File: src/rtl/divider_seq_if.sv
// Operand/result bundle for the iterative unsigned divider.
// The requester drives start/operands; the divider returns registered results and status.
interface divider_seq_if #(
   parameter int DW = 14,
   parameter int VW = 4
);
   logic          start;
   logic [DW-1:0] dividend;
   logic [VW-1:0] divisor;
   logic [DW-1:0] quotient;
   logic [VW-1:0] remainder;
   logic          busy;
   logic          done;
   logic          div_zero;

   modport master (
      output start, dividend, divisor,
      input  quotient, remainder, busy, done, div_zero
   );

   modport slave (
      input  start, dividend, divisor,
      output quotient, remainder, busy, done, div_zero
   );
endinterface

File: src/rtl/divider_seq.sv
// Restoring shift-subtract unsigned divider, one quotient bit per clock: done DW clocks after accept.
// No backpressure: start is accepted in IDLE/DONE only; requests while busy are dropped.
module divider_seq #(
   parameter int DW = 14,
   parameter int VW = 4
) (
   input  logic            clk,
   input  logic            reset,
   divider_seq_if.slave    bus
);

   localparam int CW = (DW > 1) ? $clog2(DW) : 1;

   typedef enum logic [1:0] {
      IDLE,
      RUN,
      DONE
   } state_t;

   state_t        state;
   logic [DW-1:0] dividend_sr;
   logic [VW-1:0] divisor_reg;
   logic [VW:0]   partial;
   logic [DW-1:0] quot_sr;
   logic [CW-1:0] iter_cnt;

   logic [DW-1:0] quotient_reg;
   logic [VW-1:0] remainder_reg;
   logic          busy_reg;
   logic          done_reg;
   logic          div_zero_reg;

   logic [VW:0]   trial;
   logic          fits;
   logic [VW:0]   partial_next;
   logic [DW-1:0] quot_next;
   logic          last_iter;
   logic [1:0]    unused_bits;

   // The top bit of partial is always zero after a restore, so only the low VW bits shift up.
   always_comb begin
      trial        = {partial[VW-1:0], dividend_sr[DW-1]};
      fits         = (trial >= {1'b0, divisor_reg});
      partial_next = trial;
      if (fits) begin
         partial_next = trial - {1'b0, divisor_reg};
      end
      quot_next = {quot_sr[DW-2:0], fits};
      last_iter = (iter_cnt == CW'(DW - 1));
   end

   assign unused_bits = {partial[VW], quot_sr[DW-1]};

   always_ff @(posedge clk or posedge reset) begin
      if (reset) begin
         state         <= IDLE;
         dividend_sr   <= '0;
         divisor_reg   <= '0;
         partial       <= '0;
         quot_sr       <= '0;
         iter_cnt      <= '0;
         quotient_reg  <= '0;
         remainder_reg <= '0;
         busy_reg      <= 1'b0;
         done_reg      <= 1'b0;
         div_zero_reg  <= 1'b0;
      end else begin
         case (state)
            IDLE, DONE: begin
               if (bus.start) begin
                  dividend_sr  <= bus.dividend;
                  divisor_reg  <= bus.divisor;
                  partial      <= '0;
                  quot_sr      <= '0;
                  iter_cnt     <= '0;
                  done_reg     <= 1'b0;
                  div_zero_reg <= 1'b0;
                  if (bus.divisor == '0) begin
                     quotient_reg  <= '1;
                     remainder_reg <= '0;
                     div_zero_reg  <= 1'b1;
                     done_reg      <= 1'b1;
                     state         <= DONE;
                  end else begin
                     busy_reg <= 1'b1;
                     state    <= RUN;
                  end
               end
            end

            RUN: begin
               dividend_sr <= {dividend_sr[DW-2:0], 1'b0};
               partial     <= partial_next;
               quot_sr     <= quot_next;
               iter_cnt    <= iter_cnt + 1'b1;
               if (last_iter) begin
                  quotient_reg  <= quot_next;
                  remainder_reg <= partial_next[VW-1:0];
                  busy_reg      <= 1'b0;
                  done_reg      <= 1'b1;
                  state         <= DONE;
               end
            end

            default: begin
               state <= IDLE;
            end
         endcase
      end
   end

   assign bus.quotient  = quotient_reg;
   assign bus.remainder = remainder_reg;
   assign bus.busy      = busy_reg;
   assign bus.done      = done_reg;
   assign bus.div_zero  = div_zero_reg;

endmodule

File: src/flat_wrapper.sv
// flat-port wrapper written by rule: the top's interface ports become plain ports
module divider_seq_flat 
#(
   parameter int DW = 14,
   parameter int VW = 4
)
  (clk, reset, bus_start, bus_dividend, bus_divisor, bus_quotient, bus_remainder, bus_busy, bus_done, bus_div_zero);
  divider_seq_if #(.DW(DW), .VW(VW)) bus_i ();
  input  logic clk;
  input  logic reset;
  input wire logic [$bits(bus_i.start)-1:0] bus_start;
  input wire logic [$bits(bus_i.dividend)-1:0] bus_dividend;
  input wire logic [$bits(bus_i.divisor)-1:0] bus_divisor;
  output wire logic [$bits(bus_i.quotient)-1:0] bus_quotient;
  output wire logic [$bits(bus_i.remainder)-1:0] bus_remainder;
  output wire logic [$bits(bus_i.busy)-1:0] bus_busy;
  output wire logic [$bits(bus_i.done)-1:0] bus_done;
  output wire logic [$bits(bus_i.div_zero)-1:0] bus_div_zero;
  assign bus_i.start = bus_start;
  assign bus_i.dividend = bus_dividend;
  assign bus_i.divisor = bus_divisor;
  assign bus_quotient = bus_i.quotient;
  assign bus_remainder = bus_i.remainder;
  assign bus_busy = bus_i.busy;
  assign bus_done = bus_i.done;
  assign bus_div_zero = bus_i.div_zero;
  divider_seq #(.DW(DW), .VW(VW)) u_core (.clk(clk), .reset(reset), .bus(bus_i));
endmodule
File: config.mk
export PLATFORM = sky130hd
export DESIGN_NAME = divider_seq_flat
export DESIGN_NICKNAME = d
export VERILOG_FILES = /design/src/rtl/divider_seq_if.sv /design/src/rtl/divider_seq.sv /design/src/flat_wrapper.sv
export SDC_FILE = /design/constraint.sdc
export NUM_CORES = 1
export LEC_CHECK = 0
export CORE_MARGIN = 5
export CORE_UTILIZATION = 48
export DETAILED_ROUTE_END_ITERATION = 10
export GPL_TIMING_DRIVEN = 1
export PLACE_DENSITY = 0.76
export SLEW_MARGIN = 20
export SYNTH_ARGS = -nofsm -noshare
export SYNTH_HDL_FRONTEND = slang
export SYNTH_SLANG_ARGS = --single-unit
export TNS_END_PERCENT = 30
File: constraint.sdc
create_clock -name clk -period 1.9 [get_ports clk]
set_input_delay 0.38 -clock clk [delete_from_list [all_inputs] [get_ports clk]]
set_output_delay 0.38 -clock clk [all_outputs]
set_load 0.01 [all_outputs]
==> results of run 1 <==
==> logic make-up (layout without fill, tap and decap cells) <==
group,Yosys count,count (layout),synth area share [%]
AND/OR/NAND/NOR,120,120,19.3
flip-flops,62,62,58.1
AO/OA/AOI/OAI,55,55,14.3
buffers and inverters,24,91,3.65
adder cells (fa/ha/maj),7,7,3.56
multiplexers,2,2,0.749
XOR/XNOR,1,1,0.328
==> area by class of cell <==
class                           instances  area (um2)
Fill cell                             447        1850
Sequential cell                        62        1550
Multi-Input combinational cell        185        1100
Timing Repair Buffer                   68         651
Clock buffer                           13         159
Tap cell                               72        90.1
Inverter                                9        37.5
Clock inverter                          1        30.0
==> Yosys cell counts (2+ instances only) <==
cell type	number	share of area, %
nor4_1	3	0.70
ha_1	6	2.8
buf_1	2	0.28
a22o_1	12	3.9
inv_1	9	1.3
nor2_1	32	4.5
nand2b_1	4	0.94
nor2b_1	2	0.47
nor3_1	15	2.8
buf_2	3	0.56
a22oi_1	12	3.4
a21oi_2	2	0.66
mux2i_1	2	0.75
o21ai_0	16	3.0
clkbuf_1	9	1.3
nand2_1	54	7.6
a21oi_1	8	1.5
nand3_1	6	1.1
dfrtp_1	62	58
==> metal layers <==
layer,vias up,track usage [%],share of wire (%)
met4,0,5.18,1.1
li1,1058,-,-
met5,-,0,0
met2,70,30.3,48
met3,10,6.77,6.6
met1,1056,23.2,44
==> worst min path at each step <==
stage / startpoint / endpoint / slack, ns / cells after the start
after floorplan: u_core.dividend_sr[10] / u_core.dividend_sr[10] / 0.45 / 2
after global routing: reset / u_core.bus.quotient[12] / 0.42 / 2
after CTS: reset / u_core.bus.quotient[5] / 0.38 / 2
after detailed placement: u_core.dividend_sr[8] / u_core.dividend_sr[8] / 0.46 / 2
final: reset / u_core.bus.quotient[13] / 0.38 / 2
after global placement: u_core.dividend_sr[9] / u_core.dividend_sr[9] / 0.46 / 2
==> power by group through the flow <==
stage | clock [uW] | sequential, uW | combinational (uW)
floorplan | 0 | 2300 | 1580
global placement | 0 | 2290 | 2510
detailed placement | 0 | 2300 | 2620
CTS | 1150 | 2290 | 2810
global route | 1210 | 2380 | 3500
finish | 1130 | 2310 | 3220
==> timing repair <==
item | in CTS | in global routing
gates resized for setup | 5 | 8
pin swaps | 5 | 5
endpoints found under the setup margin | 4 | 8
setup buffers | 2 | 4
hold buffers | 0 | 0
==> worst max-delay path, delay by kind of cell (launching register included) <==
kind,cells,cell delay (ns)
compound gates,3,0.51
fa+ha+maj,1,0.17
flops,1,0.42
mux,1,0.27
simple gates,1,0.55
==> through the flow <==
stage                     setup TNS, ns  setup slack (ns)
after global routing             -0.819            -0.147
after detailed placement         -0.312           -0.0732
after CTS                        -0.221           -0.0626
after global placement           -0.103           -0.0346
after floorplan                       0            0.0933
final                            -0.365           -0.0903
==> flow_metrics.tcl, run 1 <==
set metrics [dict create \
    worstPathArrival_ns 2.26 \
    design_power_total_uw 6660 \
    first_iter_violations 117 \
    max-clock-path-buffers 2 \
    violations "negative setup slack" \
    cts_root_buf "clkbuf_8" \
    grt_overflow 0 \
    final_common_cell "dfrtp_1" \
    cp-end-kind "flop" \
    tightest_slew_ns 0.449 \
    wl_per_cell_um 15.5 \
    mappedNetlistArea_um2 2670 \
    ir_drop_v 0.000797 \
    period_minus_slack_ns 1.99 \
    fin_crit_sh_pct 105 \
    slowest_delay_ns 0.55 \
    pin_count 42 \
    startpoint_type "flop" \
    dp_hpwl_um 4280 \
    layout-drive-gt1-share_pct 16.3 \
    rsz0062_at_grt "true" \
    finish.utilization_pct 66.1 \
    cp_max_fo 5 \
    whs_ns 0.384 \
    initial_utilization_pct 48.8 \
    grt_max_degree 27 \
    synth_ff_type "dfrtp_1" \
    nNetsFinal 363 \
    wl_um 6370 \
    syn_inst 271 \
    die_w_um 84.6 \
    p_switching_uw 2460 \
    clk_pin_slew_ns 0.06 \
    r2r-start "u_core.partial[2]" \
    final.setup.worst_slack_ns -0.0903 \
    path_cells "ha_4, or4_4, a21oi_4, a211o_4, mux2i_4, a22o_1" \
    grt_pass1_vias 2192 \
    slew_viol_final 0 \
    synthArstFlopShare_pct 100 \
    crit_path_end "u_core.bus.remainder[1]" \
    layout_common_cells "dfrtp_1, nand2_1, clkdlybuf4s50_1" \
    via_per_inst 5.35 \
    synth_cell_type_count 31 \
    route.detailed.drc 0 \
    dpl.cell_count 390 \
    fp.coreArea_um2 5470 \
    die-area_um2 7160 \
    r2r_end "u_core.bus.remainder[1]" \
    die_h_um 84.6 \
    vias 2194 \
    comb_power_share_pct 48.3 \
    layout.cells.non_filler 410 \
    reg2reg_slack_ns -0.09 \
    drtPass1Iterations 5 \
    p_per_area_nw_per_um2 1840 \
    portBuffers 41 \
    synth_seq_cells 62 \
    n_antenna_cell 0 \
    gp_congestion 0.759 \
    cts.sinks 62 \
    slew_headroom_pct 69.9 \
    intPower_uw 4200 \
    grt_antenna_before_repair 0 \
    rows 27 \
    switching_share_pct 37.0 \
    synth_nets 299 \
    synth_warnings 0 \
    fin_area_um2 3620 \
    p_leak_uw 0.00164 \
    synth_edf_count 0 \
    crit_required_ns 2.17 \
    final_antenna_net_count 0 \
    worstRegToRegCells 6 \
    area_growth_pct 35.5 \
    cts_buffers 9 \
    yosysSeqAreaShare_pct 58.1 \
    crit_type "flop to flop" \
    power_frac_seq_pct 34.7 \
    grt_usage_pct 18.5 \
    crit_start "u_core.partial[2]" \
    hold_violations 0 \
    skew_ns 0.00544 \
    status "complete, but fails checks" \
    grt_pass1_wl_um 10600 \
    place_area_um2 3310 \
    htreeDepth 3 \
    cp_slowest_cell "or4_4" \
    fmax_ghz 0.502 \
    clkPwrFrac_pct 17.0 \
    hold_class "input port to async pin" \
    drv_cap 0 \
    clk_latency_ns 0.33 \
    cts_tree "yes" \
    setup_violations 6 \
    syn_area_per_cell_um2 9.86 \
]
No activity file was read; power rests on OpenSTA's default activity.
==> run 2, diff against run 1 <==
--- a/config.mk
+++ b/config.mk
@@ -10,6 +10,7 @@
 export DETAILED_ROUTE_END_ITERATION = 10
 export GPL_TIMING_DRIVEN = 1
 export PLACE_DENSITY = 0.76
+export SETUP_SLACK_MARGIN = 0.02
 export SLEW_MARGIN = 20
 export SYNTH_ARGS = -nofsm -noshare
 export SYNTH_HDL_FRONTEND = slang
==> flow_metrics.tcl, run 2 (same netlist as run 1, synthesis figures left out) <==
set metrics [dict create \
    dp_hpwl_um 4280 \
    fin_crit_sh_pct 106 \
    slew_viol_final 0 \
    via_per_inst 5.36 \
    ir_drop_v 0.000804 \
    wl_um 6460 \
    cp_max_fo 5 \
    cts_buffers 9 \
    fin_area_um2 3620 \
    die_w_um 84.6 \
    route.detailed.drc 0 \
    startpoint_type "flop" \
    r2r-start "u_core.partial[2]" \
    critPathTopFamily "simple AND/OR/NAND/NOR gates" \
    rsz0062_at_grt "true" \
    gp_congestion 0.759 \
    drv_cap 0 \
    vias 2199 \
    place_area_um2 3310 \
    fp.coreArea_um2 5470 \
    crit_type "flop to flop" \
    pin_count 42 \
    hold_violations 0 \
    fillers 446 \
    setup_violations 6 \
    grt_antenna_before_repair 0 \
    slew_headroom_pct 67.9 \
    portBuffers 41 \
    skew_ns 0.00450 \
    wl_per_cell_um 15.8 \
    final_common_cell "dfrtp_1" \
    clk_pin_slew_ns 0.06 \
    cp-end-kind "flop" \
    finish.utilization_pct 66.2 \
    r2r_end "u_core.bus.remainder[1]" \
    hold_class "input port to async pin" \
    n_antenna_cell 0 \
    grt_pass1_wl_um 10600 \
    grt_max_degree 27 \
    final_antenna_net_count 0 \
    reg2reg_slack_ns -0.11 \
    status "complete, but fails checks" \
    violations "negative setup slack" \
    crit_required_ns 2.17 \
    grt_pass1_vias 2192 \
    cts_tree "yes" \
    die_h_um 84.6 \
    first_iter_violations 115 \
    layout_common_cells "dfrtp_1, nand2_1, clkdlybuf4s50_1" \
    path_cells "ha_4, or4_4, a21oi_4, a211o_4, mux2i_4, a22o_1" \
    max-clock-path-buffers 2 \
    p_leak_uw 0.00164 \
    drtPass1Iterations 4 \
    final.setup.worst_slack_ns -0.105 \
    layout.cells.non_filler 410 \
    htreeDepth 3 \
    period_minus_slack_ns 2.01 \
    grt_overflow 0 \
    path_buf_inv 0 \
    initial_utilization_pct 48.8 \
    die-area_um2 7160 \
    layout-drive-gt1-share_pct 16.6 \
    cts.sinks 62 \
    area_growth_pct 35.6 \
    rows 27 \
    crit_start "u_core.partial[2]" \
    slowest_delay_ns 0.55 \
    whs_ns 0.389 \
    grt_usage_pct 18.5 \
    design_power_total_uw 6680 \
    clk_latency_ns 0.33 \
    worstRegToRegCells 6 \
    cp_slowest_cell "or4_4" \
    dpl.cell_count 390 \
    p_per_area_nw_per_um2 1840 \
    worstPathArrival_ns 2.27 \
    nNetsFinal 363 \
    tightest_slew_ns 0.480 \
    fmax_ghz 0.499 \
    cts_root_buf "clkbuf_8" \
]
-- run 2: cell count changes in the layout (fill, tap and decap cells not counted) --
cell / previous run / this run
nor2_1: 32 / 31
nor2_2: 0 / 1
-- run 2: cell type report --
cell class	instances	area (um2)	share of cell area, %
Multi-Input combinational cell	185	1100	30.4
Clock inverter	1	30.0	0.829
Clock buffer	13	159	4.39
Tap cell	72	90.1	2.49
Sequential cell	62	1550	42.8
Timing Repair Buffer	68	651	18.0
Inverter	9	37.5	1.04
-- run 2: how the worst max path moves through the flow --
stage                                         end  slack (ns)  cells past startpoint
after floorplan                 u_core.partial[0]        0.09                      7
after global placement    u_core.bus.quotient[13]       -0.03                      7
after detailed placement  u_core.bus.remainder[0]       -0.07                      6
after CTS                 u_core.bus.remainder[1]       -0.06                      6
after global routing      u_core.bus.remainder[1]       -0.15                      7
final                     u_core.bus.remainder[1]       -0.11                      6
-- run 2: stage by stage --
stage          setup TNS [ns]  worst slack (ns)
5_1_grt                -0.810            -0.145
6_report               -0.433            -0.105
3_3_place_gp           -0.103           -0.0346
3_5_place_dp           -0.312           -0.0732
4_1_cts                -0.221           -0.0626
2_1_floorplan               0            0.0933
-- run 2: report_power, final --
group	total (uW)	leakage [uW]	switching [uW]	internal, uW
Sequential	2310	0.000756	407	1900
Combinational	3240	0.000791	1610	1630
Clock	1120	0.0000956	460	664
Total	6680	0.00164	2480	4200
-- run 2: what timing repair did --
item                       CTS  global route
resized for setup            5             9
hold buffers                 0             0
setup endpoints to repair    4            10
setup buffers                2             4
pin swaps                    5             5
-- run 2: worst reg2reg max path, cell delays in order, from the launching register on --
cell and delay (ns):
dfrtp_1 0.42, ha_4 0.18, or4_4 0.55, a21oi_4 0.15, a211o_4 0.19, mux2i_4 0.28, a22o_1 0.18
-- run 2: routing by layer --
layer / wire length [um] / GRT usage, % / share of wire [%] / vias up
met2: 3110 / 30.3 / 48 / 63
met4: 53 / 5.18 / 0.82 / 0
met3: 379 / 6.77 / 5.9 / 6
met5: 0 / 0 / 0 / -
li1: - / - / - / 1054
met1: 2910 / 23.2 / 45 / 1076
